==> config.mk <==
export PLATFORM = sky130hd
export DESIGN_NAME = up_down_counter
export DESIGN_NICKNAME = d
export VERILOG_FILES = /design/src/rtl/counter_pkg.sv /design/src/rtl/counter_next_calc.sv /design/src/rtl/up_down_counter.sv
export SDC_FILE = /design/constraint.sdc
export NUM_CORES = 1
export LEC_CHECK = 0
export ABC_AREA = 1
export CAP_MARGIN = 20
export CORE_MARGIN = 5
export CORE_UTILIZATION = 47
export DETAILED_ROUTE_END_ITERATION = 7
export PLACE_DENSITY = 0.75
export SLEW_MARGIN = 30
export SYNTH_ARGS = -nofsm -noshare
export SYNTH_HDL_FRONTEND = slang
export SYNTH_HIERARCHICAL = 1
export SYNTH_SLANG_ARGS = --single-unit
==> constraint.sdc <==
create_clock -name clk -period 1.65 [get_ports clk]
set_input_delay 0.495 -clock clk [delete_from_list [all_inputs] [get_ports clk]]
set_output_delay 0.495 -clock clk [all_outputs]
set_load 0.005 [all_outputs]
==> src/rtl/counter_pkg.sv <==
// counter_pkg: shared direction constants and width helpers for the up/down counter
package counter_pkg;
  localparam logic DIR_UP = 1'b1;
  localparam logic DIR_DN = 1'b0;
  function automatic logic [63:0] all_ones(input int w);
    return (w >= 64) ? '1 : (64'd1 << w) - 64'd1;
  endfunction
endpackage

==> src/rtl/counter_next_calc.sv <==
// counter_next_calc: next count and wrap condition; COUNTER_SATURATE_EN selects saturating steps
module counter_next_calc
  import counter_pkg::*;
#(
  parameter int WIDTH = 16
) (
  input  logic [WIDTH-1:0] value_i,
  input  logic             en_i,
  input  logic             up_dn_i,
  input  logic             load_i,
  input  logic [WIDTH-1:0] load_value_i,
  output logic [WIDTH-1:0] value_o,
  output logic             wrap_o
);
  logic [WIDTH:0] step;
  // one step in the chosen direction; the top bit is the carry or borrow
  always_comb begin
    step = (up_dn_i == DIR_UP) ? {1'b0, value_i} + (WIDTH+1)'(1) : {1'b0, value_i} - (WIDTH+1)'(1);
`ifdef COUNTER_SATURATE_EN
    value_o = load_i ? load_value_i : (en_i && !step[WIDTH]) ? step[WIDTH-1:0] : value_i;
    wrap_o  = 1'b0;
`else
    value_o = load_i ? load_value_i : en_i ? step[WIDTH-1:0] : value_i;
    wrap_o  = !load_i && en_i && step[WIDTH];
`endif
  end
endmodule

==> src/rtl/up_down_counter.sv <==
// up_down_counter: parameterised up/down counter with load, terminal flags and wrap pulse (COUNTER_SATURATE_EN saturates)
module up_down_counter
  import counter_pkg::*;
#(
  parameter int               WIDTH       = 16,
  parameter logic [WIDTH-1:0] RESET_VALUE = '0
) (
  input  logic             clk,
  input  logic             reset,
  input  logic             en,
  input  logic             up_dn,
  input  logic             load,
  input  logic [WIDTH-1:0] load_value,
  output logic [WIDTH-1:0] value,
  output logic             at_max,
  output logic             at_zero,
  output logic             wrap
);
  localparam logic [WIDTH-1:0] MAX = WIDTH'(all_ones(WIDTH));
  logic [WIDTH-1:0] value_q, value_d;
  logic             wrap_q, wrap_d;
  counter_next_calc #(.WIDTH(WIDTH)) u_next (
    .value_i      (value_q),
    .en_i         (en),
    .up_dn_i      (up_dn),
    .load_i       (load),
    .load_value_i (load_value),
    .value_o      (value_d),
    .wrap_o       (wrap_d)
  );
  // count register and wrap pulse, cleared immediately by reset
  always_ff @(posedge clk or negedge reset) begin
    if (!reset) begin
      value_q <= RESET_VALUE;
      wrap_q  <= 1'b0;
    end else begin
      value_q <= value_d;
      wrap_q  <= wrap_d;
    end
  end
  assign value   = value_q;
  assign wrap    = wrap_q;
  assign at_max  = (value_q == MAX);
  assign at_zero = (value_q == '0);
endmodule

# Word-level counts from Yosys, hierarchy flattened
# Index checks and enable logic that the tools add are counted.
classes:
  n_addsub: 2
  eq_ne: 1
  mux: 3
  reduce_logical: 5
op_table:
  columns: ["op", "n"]
  rows:
  - ["2-to-1 mux 16 bit", 2]
  - ["adder 16 x 1 -> 17 bit (second input constant)", 1]
  - ["2-to-1 mux 17 bit", 1]
  - ["subtractor 16 x 1 -> 17 bit (second input constant)", 1]
  - ["== test 16 bit (second input constant)", 1]
  - ["logical NOT 16 bit", 1]
  - ["logical AND 1 bit", 2]
  - ["nonzero test 2 bit", 1]
  - ["logical NOT 1 bit", 1]
totals:
  register_bits: 17
  input_bits: 21
  out_inout_bits: 19

# Longest topological paths before layout
# Gate-level depths: netlist of the first run.
depth:
  word_depth: 4
  ltp_mapped: 12
  depth_no_buf: 12

# Hierarchy
# Netlist of the first run, hierarchy kept.
by_module_without_submodules:
  columns: ["mod", "instances", "cells_per_inst", "area_each_um2", "seq_area_each_um2"]
  rows:
  - ["counter_next_calc", 1, 283, 1372.6, 0.0]
  - ["up_down_counter", 1, 59, 585.6, 425.4]

# Worst setup path before layout of the first run
# No wires, ideal clock.
synth_path:
  kind: "input to register"
  from: "input port up_dn"
  to: "register value_q[15] (netlist: value[15])"
  setup_time_ns: 0.116
  arrival_time_ns: 1.821
  setup_slack_ns: -0.287
  stages: 11
  path_buffers: 0
  cell_sequence: "inv_1 ha_1 or2_1 nand3_1 nand2_2 nand2_1 nand2_1 nand2_1 nand3_1 nand2_1 nand2_1"
synth_via:
  elab_chain_cells: 3
synth_lines:
  columns: ["element", "line_no", "source"]
  rows:
  - ["start: declaration", "up_down_counter.sv:11", "input logic up_dn,"]
  - ["2-to-1 mux 17 bit", "counter_next_calc.sv:18", "step = (up_dn_i == DIR_UP) ? {1'b0, value_i} + (WIDTH+1)'(1) : {1'b0, value_i} - (WIDTH+1)'(1);"]
  - ["2-to-1 mux 16 bit (2 in a row)", "counter_next_calc.sv:23", "value_o = load_i ? load_value_i : en_i ? step[WIDTH-1:0] : value_i;"]
  - ["net value_d[15]", "up_down_counter.sv:20", "logic [WIDTH-1:0] value_q, value_d;"]
  - ["end signal: assignment", "up_down_counter.sv:37", "value_q <= value_d;"]
  - ["end: declaration", "up_down_counter.sv:20", null]
# The timed path passes the listed nets, and every way through them passes these cells. The select of a mux whose other input is x is not followed.
# A chain may end at the register's enable or synchronous reset.

# Worst setup path in the final report of the first run
layout_path:
  from: "input port up_dn"
  to: "register value_q[9] (netlist: value[9])"
# Same word-level chain as after synthesis.

==> flow_summary_export.csv, run 1 <==
group,metric,value,unit
status,status,"finished with violations",
status,failed_checks,"setup timing",
drt,num_vias,2737,
power,combPwrFrac,0.679,
synth,yosys_warnings,6,
synth,syn_nets,379,
cts,cts_buffer_depth,2,
worst_setup_path,start_kind,"primary input",
worst_setup_path,path_class,"primary input to register",
timing,tns,-2780,ps
cts,cts-root-buf,"clkbuf_8",
job,maxCapViolCount,0,
cts,insertion_delay,260,ps
synth,muxShareOfSynthArea,0,
timing,rsz0062_at_grt,"yes",
power,power.density,793,mW/mm2
floorplan,rows,23,
timing,layout_setup_ws,-260,ps
worst_setup_path,cp_common_cell,"nand2_1",
placed_design,portBuffers,39,
timing,finalHoldViolCount,0,
synth,synth_top_family_by_area,"simple AND/OR/NAND/NOR gates",
worst_setup_path,critPathSlowestCell,"or2_4",
timing,finalMaxSlewViolations,0,
cells_and_area,final_common_cell,"nand2_1",
worst_setup_path,rr_startpoint,"value[1]",
power,p_leak,1.78,nW
synth,syn_avg_cell_area,5.73,um2
grt,grt_antenna_before_repair,0,
timing,post-route-min-period,1910,ps
worst_setup_path,endpoint,"value[9]",
synth,synth_cell_types,27,
floorplan,ios,40,
drt,route.detailed.drc,0,
timing,clock_skew,3.80,ps
cts,cts_sinks,17,
power,vdd_drop_max,538,uV
floorplan,die_w,74.5,um
synth,syn_area,0.00196,mm2
grt,grt_start_max_net_pins,18,
cells_and_area,final_cell_mix,"nand2_1 (101), inv_1 (50), buf_4 (47)",
cts,cts_buffers,3,
worst_setup_path,critPathMaxFanout,8,
timing,setup_viol,16,
synth,synthAdderAreaFrac,0.106,
drt,wl_per_cell,16.6,um
drt,antenna_left,0,
floorplan,core,0.00403,mm2
placed_design,gp_congestion,0.905,
worst_setup_path,reg2regPathDepth,13,
worst_setup_path,reg2reg_slack,-240,ps
synth,synth-seq-cells,17,
cts,cts_tree,"built",
grt,grt_overflow_total,0,
floorplan,die_area,0.00556,mm2
grt,grt_usage,0.276,
cells_and_area,finalNetCount,480,
synth,syn_inst,342,
placed_design,place_ws,-1030,ps
timing,fmax,523,MHz
power,power.internal,1.52,mW
drt,vias_per_cell,5.56,
synth,synthSimpleGateAreaFrac,0.450,
drt,drt-total-wl,8150,um
power,clockPowerShare,0.125,
floorplan,die_h,74.5,um
grt,grt_pass1_vias,2620,
worst_setup_path,reg2reg_to,"value[9]",
worst_setup_path,cp.arrival,2060,ps
worst_setup_path,cp_cell_sequence,"buf_8 -> clkinvlp_4 -> buf_12 -> ha_4 -> or2_4 -> nand3b_1 -> nand2_2 -> nand2_2 -> nand2_1 -> nand2_1 -> nand3_2 -> nand2_1 -> nand2_1",
cells_and_area,fin_util,0.857,
cells_and_area,antenna_cells,0,
worst_hold_path,hold_class,"primary input to async pin",
worst_setup_path,endpoint_kind,"register",
placed_design,dp_hpwl,4750,um
drt,first_pass_iters,7,
grt,grt_pass1_wl,11800,um
worst_setup_path,max_stage_delay,250,ps
power,p_sw_frac,0.444,
cells_and_area,syn_to_final_growth,76.3,%
power,seqPwrFrac,0.196,
cts,htree_levels,1,
cts,cts_hold_buf,0,
floorplan,initial_utilization,0.486,
timing,period_share,1.16,
power,p_sw,1.21,mW
timing,relSlewSlack,0.837,
synth,synthXorXnorAreaFrac,0.0179,
drt,dr.first_iter.drc_count,235,
synth,synth_compound_area_frac,0.0728,
timing,tightest_slew,244,ps
synth,ys_seq_area_frac,0.217,
cts,clkTransAtPathRegs,80,ps
cells_and_area,drive_above_1_share,0.410,
worst_setup_path,cp.required,1800,ps
worst_setup_path,cp-startpoint,"up_dn",
-- layout make-up --
type	instances	area [um2]
repair buffers	102	915
fillers	214	577
multi-input cells	258	1770
flip-flops and latches	17	429
inverters	61	233
clock buffers	4	45.0
well taps	50	62.6
-- cells in the mapped netlist --
cell type	count	share of area
nand4_1	3	0.0096
a21oi_1	14	0.036
inv_2	1	0.0019
nand2_1	130	0.25
nor3_2	2	0.010
and2_1	1	0.0032
o21bai_1	1	0.0038
inv_1	60	0.12
nand3b_1	1	0.0038
buf_2	2	0.0051
clkbuf_1	1	0.0019
nand2_2	5	0.016
or2_1	1	0.0032
ha_1	15	0.096
dfrtp_1	17	0.22
o21ai_1	1	0.0026
buf_4	3	0.012
o21ai_0	6	0.015
nand3_2	2	0.010
fa_1	1	0.010
xnor2_1	2	0.0089
o21a_1	1	0.0038
nor3_1	1	0.0026
o211ai_1	3	0.012
nor2_1	41	0.079
nand3_1	25	0.064
xor2_1	2	0.0089
-- power by group through the flow --
stage | clock network (mW) | registers, mW | logic (mW)
2_1_floorplan | 0 | 0.546 | 0.668
3_3_place_gp | 0 | 0.536 | 1.23
3_5_place_dp | 0 | 0.541 | 1.26
4_1_cts | 0.333 | 0.532 | 1.50
5_1_grt | 0.361 | 0.545 | 1.98
6_report | 0.341 | 0.537 | 1.86
-- registers in the layout, summed over array words and instances (netlist names) --
register and count:
value 16, wrap 1
-- through the flow --
stage | hold slack (ps) | instance area, um2 | std cells | power, mW
2_1_floorplan | 199 | 1960 | 342 | 1.21
6_report | 555 | 3450 | 492 | 2.74
4_1_cts | 569 | 3190 | 488 | 2.37
5_1_grt | 575 | 3450 | 492 | 2.89
3_3_place_gp | 565 | 2760 | 474 | 1.77
3_5_place_dp | 603 | 2760 | 474 | 1.80
-- worst min path at each step --
stage                    end  slack, ps  depth (start not counted)
finish              value[1]        550                          2
global route        value[1]        580                          2
CTS                 value[1]        570                          2
detailed placement  value[6]        600                          2
global placement    value[6]        570                          2
floorplan           value[0]        200                          0
-- metal layers --
layer	vias to the layer above	global-route usage	part of all wire
li1	1253	-	-
met1	1286	0.350	0.40
met2	158	0.487	0.48
met3	40	0.0392	0.080
met4	0	0.0810	0.036
met5	-	0	0
-- cells by family after synthesis --
| logic type | count (synthesis) |
|---|---|
| and+or+nand+nor | 212 |
| buffers and inverters | 67 |
| AOI/OAI and AO/OA | 26 |
| DFF | 17 |
| adders and majority gates | 16 |
| xor gates and xnor gates | 4 |
-- worst max-delay path: cells and delay by family --
kind	cells	cell delay (ps)
AND/OR/NAND/NOR	9	920
adder cells (fa/ha/maj)	1	230
buffers and inverters	3	400
-- what timing repair did --
action                                  in CTS  in global routing
gates resized for setup                     95                 82
buffers inserted                            10                  6
endpoints found under the setup margin      34                 23
pin swaps                                   21                 33
(Power assumes the default switching activity.)
==> run 2, diff against run 1 <==
--- a/config.mk
+++ b/config.mk
@@ -10,7 +10,7 @@
 export CORE_MARGIN = 5
 export CORE_UTILIZATION = 47
 export DETAILED_ROUTE_END_ITERATION = 7
-export PLACE_DENSITY = 0.75
+export PLACE_DENSITY = 0.77
 export SLEW_MARGIN = 30
 export SYNTH_ARGS = -nofsm -noshare
 export SYNTH_HDL_FRONTEND = slang
==> flow_summary_export.csv, run 2 (same netlist as run 1, synthesis figures left out) <==
group,metric,value,unit
cells_and_area,syn_to_final_growth,84.3,%
floorplan,ios,40,
drt,num_vias,3093,
floorplan,rows,23,
timing,period_share,1.30,
drt,wl_met1,3570,um
cts,cts_hold_buf,0,
grt,grt_pass1_vias,2732,
cts,insertion_delay,260,ps
status,status,"finished with violations",
drt,first_pass_iters,6,
worst_setup_path,start_kind,"primary input",
timing,fmax,467,MHz
timing,finalMaxSlewViolations,0,
drt,vias_per_cell,6.12,
floorplan,die_area,0.00556,mm2
cells_and_area,antenna_cells,0,
placed_design,placed_cells,470,
grt,grt_overflow_total,0,
cts,cts-root-buf,"clkbuf_8",
cells_and_area,finalNetCount,493,
worst_setup_path,cp.arrival,2300,ps
timing,post-route-min-period,2140,ps
timing,clock_skew,3.50,ps
cts,cts_buffers,3,
worst_setup_path,critPathMaxFanout,8,
timing,relSlewSlack,0.815,
timing,whs,560,ps
floorplan,die_w,74.5,um
cts,cts_sinks,17,
placed_design,portBuffers,39,
cells_and_area,drive_above_1_share,0.457,
cells_and_area,instances_no_fill,505,
placed_design,dp_hpwl,4720,um
status,failed_checks,"setup timing",
worst_setup_path,endpoint_kind,"register",
grt,grt_antenna_before_repair,0,
drt,top_layer_used,"met4",
timing,tns,-4310,ps
cts,cts_buffer_depth,2,
power,power.density,819,mW/mm2
worst_setup_path,cp.required,1810,ps
grt,grt_start_max_net_pins,22,
timing,finalHoldViolCount,0,
drt,antenna_left,0,
drt,met2_length,4650,um
cells_and_area,fin_util,0.896,
worst_setup_path,reg2reg_slack,-440,ps
drt,dr.first_iter.drc_count,401,
grt,grt_pass1_wl,13400,um
placed_design,gp_congestion,0.915,
worst_setup_path,path_class,"primary input to register",
cts,clkTransAtPathRegs,80,ps
power,p_leak,1.86,nW
worst_hold_path,hold_class,"primary input to async pin",
job,maxCapViolCount,0,
floorplan,core,0.00403,mm2
drt,drt-total-wl,10100,um
grt,grt_usage,0.317,
floorplan,initial_utilization,0.486,
power,vdd_drop_max,575,uV
drt,route.detailed.drc,0,
cells_and_area,final_cell_mix,"nand2_1 (79), buf_4 (56), inv_1 (47)",
cts,cts_tree,"built",
timing,rsz0062_at_grt,"yes",
drt,wl_per_cell,20.0,um
cells_and_area,nFillCells,188,
floorplan,die_h,74.5,um
cells_and_area,final_common_cell,"nand2_1",
timing,layout_setup_ws,-489,ps
power,finalPower,2.96,mW
cells_and_area,largest_reg_flops,16,
drt,route.met3.wl,1210,um
cts,htree_levels,1,
timing,tightest_slew,278,ps
timing,setup_viol,16,
-- run 2: metrics by stage --
step | area (um2) | worst slack, ps
global placement | 2740 | -936
global route | 3610 | -559
finish | 3610 | -489
detailed placement | 2740 | -976
CTS | 3320 | -163
floorplan | 1960 | -256
-- run 2: timing repair --
action                     4_1_cts  5_1_grt
resized for setup              124       68
setup buffers                   21       10
gates cloned                     1        0
pin swaps                       33       46
setup endpoints to repair       34       19
-- run 2: worst max-delay path: stages --
cell and delay [ps]:
buf_8 80, clkinvlp_4 160, buf_12 210, ha_4 240
or2_4 250, nand3b_1 150, nand2_2 120, nand2_2 100
nand2_1 110, nand2_1 180, nand3_2 90, nand2_1 70
nand2_1 40
-- run 2: layer usage --
layer	up-vias	GRT usage
met2	271	0.542
li1	1284	-
met3	82	0.0527
met5	-	0
met1	1456	0.399
met4	0	0.123
-- run 2: final cells by class --
class | count | area (um2) | share of cell area
multi-input cells | 258 | 1790 | 0.497
repair buffers | 115 | 1050 | 0.291
flip-flops and latches | 17 | 425 | 0.118
inverters | 61 | 233 | 0.0645
well taps | 50 | 62.6 | 0.0173
clock buffers | 4 | 45.0 | 0.0125
-- run 2: where the power goes --
part	total, mW	switching, mW	internal [mW]
registers	0.528	0.0567	0.471
clock network	0.336	0.164	0.172
logic	2.09	1.14	0.956
-- run 2: final timing paths --
path,cells after the start,to,from
setup / recovery,13,value[13],up_dn
hold / removal,2,value[0],reset
setup reg to reg,13,value[13],value[11]
hold reg to reg,5,value[13],value[13]
max in group asynchronous,2,value[14],reset
min in group clk,4,wrap,up_dn
